[config.mk]
export PLATFORM = sky130hd
export DESIGN_NAME = ibex_bist_apb_master
export DESIGN_NICKNAME = d
export VERILOG_FILES = /design/src/rtl/ibex_bist_pkg.sv /design/src/rtl/ibex_bist_apb_master.sv
export SDC_FILE = /design/constraint.sdc
export NUM_CORES = 1
export LEC_CHECK = 0
export BUFFER_PORTS_ARGS = -buffer_cell sky130_fd_sc_hd__buf_2
export CORE_MARGIN = 3
export CORE_UTILIZATION = 42
export DETAILED_ROUTE_END_ITERATION = 7
export PLACE_DENSITY = 0.76
export SLEW_MARGIN = 5
export SYNTH_ARGS = -nofsm -noshare
export SYNTH_HDL_FRONTEND = slang
export SYNTH_SLANG_ARGS = --single-unit
[constraint.sdc]
create_clock -name clk_i -period 2 [get_ports clk_i]
set_input_delay 0 -clock clk_i [delete_from_list [all_inputs] [get_ports clk_i]]
set_output_delay 0 -clock clk_i [all_outputs]
set_load 0.05 [all_outputs]
[src/rtl/ibex_bist_pkg.sv]
// Shared types and constants for the BIST/safety APB path of the execution block.
package ibex_bist_pkg;

    localparam int unsigned DATA_W              = 32;
    localparam int unsigned APB_TIMEOUT_DEFAULT = 16;

    localparam logic [31:0] BIST_CTRL    = 32'h0000_0000;
    localparam logic [31:0] BIST_STATUS  = 32'h0000_0004;
    localparam logic [31:0] BIST_IRQ_CLR = 32'h0000_0008;

    typedef enum logic [1:0] {
        IDLE   = 2'd0,
        SETUP  = 2'd1,
        ACCESS = 2'd2,
        RESP   = 2'd3
    } apb_mst_state_e;

endpackage

[src/rtl/ibex_bist_apb_master.sv]
// Single-outstanding APB requester: valid/ready command in, APB transfer out,
// valid/ready response back, with a hung-completer timeout.
module ibex_bist_apb_master
    import ibex_bist_pkg::*;
#(
    parameter int unsigned TimeoutCycles = APB_TIMEOUT_DEFAULT,
    parameter int unsigned AddrWidth     = 32
) (
    input  logic                 clk_i,
    input  logic                 rst_ni,
    input  logic                 cmd_valid_i,
    output logic                 cmd_ready_o,
    input  logic [AddrWidth-1:0] cmd_addr_i,
    input  logic                 cmd_write_i,
    input  logic [DATA_W-1:0]    cmd_wdata_i,
    output logic                 rsp_valid_o,
    input  logic                 rsp_ready_i,
    output logic [DATA_W-1:0]    rsp_rdata_o,
    output logic                 rsp_err_o,
    output logic                 rsp_timeout_o,
    output logic [AddrWidth-1:0] paddr_o,
    output logic                 psel_o,
    output logic                 penable_o,
    output logic                 pwrite_o,
    output logic [DATA_W-1:0]    pwdata_o,
    input  logic [DATA_W-1:0]    prdata_i,
    input  logic                 pready_i,
    input  logic                 pslverr_i,
    output logic                 busy_o
);

    localparam int unsigned CntW   = (TimeoutCycles == 0) ? 1 : $clog2(TimeoutCycles + 1);
    localparam int unsigned ToLast = (TimeoutCycles == 0) ? 0 : TimeoutCycles - 1;

    apb_mst_state_e        r_state, w_state_d;
    logic [AddrWidth-1:0]  r_paddr, w_paddr_d;
    logic                  r_psel, w_psel_d;
    logic                  r_penable, w_penable_d;
    logic                  r_pwrite, w_pwrite_d;
    logic [DATA_W-1:0]     r_pwdata, w_pwdata_d;
    logic                  r_rsp_valid, w_rsp_valid_d;
    logic [DATA_W-1:0]     r_rsp_rdata, w_rsp_rdata_d;
    logic                  r_rsp_err, w_rsp_err_d;
    logic                  r_rsp_timeout, w_rsp_timeout_d;
    logic [CntW-1:0]       r_cnt, w_cnt_d;
    logic                  r_busy;

    // State and all registered outputs
    always_ff @(posedge clk_i or negedge rst_ni) begin
        if (!rst_ni) begin
            r_state       <= IDLE;
            r_paddr       <= '0;
            r_psel        <= 1'b0;
            r_penable     <= 1'b0;
            r_pwrite      <= 1'b0;
            r_pwdata      <= '0;
            r_rsp_valid   <= 1'b0;
            r_rsp_rdata   <= '0;
            r_rsp_err     <= 1'b0;
            r_rsp_timeout <= 1'b0;
            r_cnt         <= '0;
            r_busy        <= 1'b0;
        end else begin
            r_state       <= w_state_d;
            r_paddr       <= w_paddr_d;
            r_psel        <= w_psel_d;
            r_penable     <= w_penable_d;
            r_pwrite      <= w_pwrite_d;
            r_pwdata      <= w_pwdata_d;
            r_rsp_valid   <= w_rsp_valid_d;
            r_rsp_rdata   <= w_rsp_rdata_d;
            r_rsp_err     <= w_rsp_err_d;
            r_rsp_timeout <= w_rsp_timeout_d;
            r_cnt         <= w_cnt_d;
            r_busy        <= (w_state_d != IDLE);
        end
    end

    // Next-state and next-output logic
    always_comb begin
        w_state_d       = r_state;
        w_paddr_d       = r_paddr;
        w_psel_d        = r_psel;
        w_penable_d     = r_penable;
        w_pwrite_d      = r_pwrite;
        w_pwdata_d      = r_pwdata;
        w_rsp_valid_d   = r_rsp_valid;
        w_rsp_rdata_d   = r_rsp_rdata;
        w_rsp_err_d     = r_rsp_err;
        w_rsp_timeout_d = r_rsp_timeout;
        w_cnt_d         = r_cnt;

        unique case (r_state)
            IDLE: begin
                if (cmd_valid_i) begin
                    w_paddr_d  = cmd_addr_i;
                    w_pwrite_d = cmd_write_i;
                    w_pwdata_d = cmd_wdata_i;
                    // Misaligned commands are answered locally without touching the bus
                    if (cmd_addr_i[1:0] != 2'b00) begin
                        w_state_d       = RESP;
                        w_rsp_valid_d   = 1'b1;
                        w_rsp_rdata_d   = '0;
                        w_rsp_err_d     = 1'b1;
                        w_rsp_timeout_d = 1'b0;
                    end else begin
                        w_state_d = SETUP;
                        w_psel_d  = 1'b1;
                    end
                end
            end
            SETUP: begin
                w_state_d   = ACCESS;
                w_penable_d = 1'b1;
                w_cnt_d     = '0;
            end
            ACCESS: begin
                if (pready_i) begin
                    w_state_d       = RESP;
                    w_psel_d        = 1'b0;
                    w_penable_d     = 1'b0;
                    w_rsp_valid_d   = 1'b1;
                    w_rsp_rdata_d   = (r_pwrite || pslverr_i) ? '0 : prdata_i;
                    w_rsp_err_d     = pslverr_i;
                    w_rsp_timeout_d = 1'b0;
                end else if ((TimeoutCycles != 0) && (r_cnt == CntW'(ToLast))) begin
                    w_state_d       = RESP;
                    w_psel_d        = 1'b0;
                    w_penable_d     = 1'b0;
                    w_rsp_valid_d   = 1'b1;
                    w_rsp_rdata_d   = '0;
                    w_rsp_err_d     = 1'b1;
                    w_rsp_timeout_d = 1'b1;
                end else begin
                    w_cnt_d = CntW'(r_cnt + 1'b1);
                end
            end
            RESP: begin
                if (rsp_ready_i) begin
                    w_state_d     = IDLE;
                    w_rsp_valid_d = 1'b0;
                end
            end
            default: w_state_d = IDLE;
        endcase
    end

    assign cmd_ready_o   = (r_state == IDLE);
    assign busy_o        = r_busy;
    assign paddr_o       = r_paddr;
    assign psel_o        = r_psel;
    assign penable_o     = r_penable;
    assign pwrite_o      = r_pwrite;
    assign pwdata_o      = r_pwdata;
    assign rsp_valid_o   = r_rsp_valid;
    assign rsp_rdata_o   = r_rsp_rdata;
    assign rsp_err_o     = r_rsp_err;
    assign rsp_timeout_o = r_rsp_timeout;

endmodule

==> impl_metrics.toml <==
[outcome]
outcome = "finished clean"

[synth]
syn_area_per_cell_um2 = 12.6
yosysWarnings = 0
synth-adder-area-share_pct = 1.68
postSynthCellCount = 356
synth_seq_area_share_pct = 61.4
synthSimpleGateAreaFrac_pct = 6.45
synth_compound_area_share_pct = 7.99
synth_cell_type_count = 36
synth-async-reset-ratio_pct = 100
synth_top_cell_area_share_pct = 61.4
synth_top_family_by_area = "multiplexers"
synth_fp_nets = 465
synth_xor_xnor_area_share_pct = 0
ys.flop_type = "dfrtp_1"
ys_top_cells_by_area = "dfrtp_1 61%, mux2_2 16%, nand3_1 3.7%"
synth_edf_count = 0
ys_seq_elements = 110
yosysTopAreaCell = "dfrtp_1"
synthMuxAreaShare_pct = 16.6
synth_common_cells = "110 x dfrtp_1, 65 x mux2_2, 38 x inv_1, 33 x nand3_1, 32 x o21ai_0"
synth_most_common_cell = "dfrtp_1"
netlist_area_um2 = 4480

[grt]
grt_start_max_net_pins = 69
use_met2_pct = 40.0
grt_remaining_overflow = 0
top_usage_layer = "met2"
grt_use_total_pct = 21.5
grt_use_met3_pct = 4.91
met1_usage_pct = 23.2
antenna_found_initial = 0
grt_pass1_vias = 4050
grt_pass1_wl_um = 19700

[die]
dieWidth_um = 109
rows = 37
die_area_um2 = 11900
die_h_um = 109
start_util_pct = 43.2
coreArea_um2 = 10400
pin_count = 207

[worst_setup_path]
critical-path-max-stage-delay_ns = 0.40
crit_slowest_cell = "dfrtp_1"
cp.required_ns = 2.26
rrSetupSlack_ns = 0.06
cp.arrival_ns = 2.20
critical_path_peak_fanout = 3
path_class = "reg2reg"
path_cells = "ha_1, and3_1, ha_2, or2_4, a21oi_2, o221ai_1, or2_2"
cp-start-kind = "register"
endpoint_kind = "register"

[finish]
fillers = 711
syn2layout_area_growth_pct = 56.7
fin_area_um2 = 7020
num-nets-final = 780
antenna_cells = 0
drive_above_1_share_pct = 46.6

[timing]
rsz0062_at_grt = "true"
slew_viol_final = 0
finalCritPeriodShare_pct = 96.8
worst_pin_slew_ns = 0.445
slew_headroom_pct = 70.2
fmax_mhz = 516
hold_violations = 0
skew_ns = 0.00696
setup_viol = 0
min_period_ns = 1.94

[route]
via_count = 4009
routed_via_density = 4.94
drc = 0
first_iter_violations = 206
ant_nets = 0
routed_wl_um = 13700
first_pass_iters = 4
wl_per_cell_um = 16.9

[placed_design]
io_buffers = 206
dpl.hpwl_um = 8100
place_area_um2 = 5740
routabilityCongestion = 0.785

[power_and_ir_drop]
max-vdd-ir-drop_uv = 1050
p_leak_nw = 3.37
p_per_area_nw_per_um2 = 1650
fin_total_pwr_mw = 11.6

[clock_network]
htreeDepth = 3
cts_inserted_buffers = 9
clk_path_buf_depth = 2
clkTransAtPathRegs_ns = 0.11
cts_tree = "yes"
clkLatencyLatePin_ns = 0.37
clock-root-buffer = "clkbuf_8"
clock-sinks = 110

[run]
drv_cap = 0

[hold_path]
worstHoldPathType = "in2reg"
## per-layer routing
| layer | wire, um | part of all wire, % |
|---|---|---|
| met1 | 5240 | 38 |
| met5 | 0 | 0 |
| met2 | 7370 | 54 |
| met3 | 641 | 4.7 |
| met4 | 466 | 3.4 |
## area by class of cell
class / count / area, um2 / area share, %
Sequential cell: 110 / 2750 / 39.2
Timing Repair Buffer: 324 / 2260 / 32.2
Multi-Input combinational cell: 188 / 1500 / 21.3
Tap cell: 136 / 170 / 2.42
Inverter: 38 / 143 / 2.03
Clock buffer: 9 / 124 / 1.76
Clock inverter: 7 / 75.1 / 1.07
## metrics by stage
| stage | utilization (%) | setup slack, ns | TNS [ns] | instances | hold slack, ns |
|---|---|---|---|---|---|
| after floorplan | - | 0.0140 | 0 | 356 | -0.296 |
| after global placement | 55.3 | 0.0431 | 0 | 692 | -0.0725 |
| after detailed placement | 55.3 | 0.0177 | 0 | 692 | -0.0687 |
| after CTS | 67.0 | 0.00645 | 0 | 809 | 0.0338 |
| after global routing | 67.7 | -0.0198 | -0.160 | 812 | 0.0873 |
| final | 67.7 | 0.0630 | 0 | 812 | 0.0691 |
## placed cells by master (no fill, tap or decap), types with 3 or more instances in the layout
cell type,count
buf_2,205
clkbuf_8,9
a22o_1,3
nor2_1,6
o21ai_1,7
buf_4,10
mux2_2,65
nand3_1,33
inv_1,38
buf_12,5
inv_8,3
nand2_1,8
dlygate4sd3_1,101
dfrtp_1,110
o21ai_0,32
a21oi_1,3
ha_1,3
## timing repair
action / 4_1_cts / 5_1_grt
cloned: 0 / 2
setup buffers: 0 / 1
resized for setup: 1 / 9
endpoints found under the setup margin: 1 / 34
hold endpoints to repair: 211 / 0
hold buffers: 101 / 0
## power breakdown
group / total (mW) / switching, mW / internal [mW]
Sequential: 3.58 / 0.496 / 3.08
Combinational: 6.65 / 4.66 / 2.00
Clock: 1.33 / 0.835 / 0.497
Total: 11.6 / 5.99 / 5.58
## worst max-delay path: cells and delay by family (launching register included)
family	cells	cell delay [ns]
simple gates	3	0.76
compound gates	2	0.27
fa+ha+maj	2	0.40
flops	1	0.40
## sequential cells by signal (all words and copies together) (netlist names)
signal         flops
busy_o             1
pwrite_o           1
pwdata_o          32
rsp_err_o          1
paddr_o           32
rsp_rdata_o       32
rsp_valid_o        1
r_state            2
psel_o             1
penable_o          1
r_cnt              5
rsp_timeout_o      1
## path summary, 6_finish.rpt
path,start,to,depth (start not counted)
min in group asynchronous,rst_ni,paddr_o[0]$_DFFE_PN0P_,2
hold / removal,cmd_valid_i,psel_o$_DFFE_PN0P_,4
max in group asynchronous,rst_ni,rsp_rdata_o[22]$_DFFE_PN0P_,3
setup / recovery,r_cnt[0]$_DFFE_PN0P_,busy_o$_DFF_PN0_,7
setup reg to reg,r_cnt[0]$_DFFE_PN0P_,busy_o$_DFF_PN0_,7
hold reg to reg,paddr_o[3]$_DFFE_PN0P_,paddr_o[3]$_DFFE_PN0P_,1
## logic make-up after synthesis
family | Yosys count
adders and majority gates | 6
DFF | 110
buffers and inverters | 58
muxes | 66
and+or+nand+nor | 58
AOI/OAI and AO/OA | 58
(Power assumes the default switching activity.)
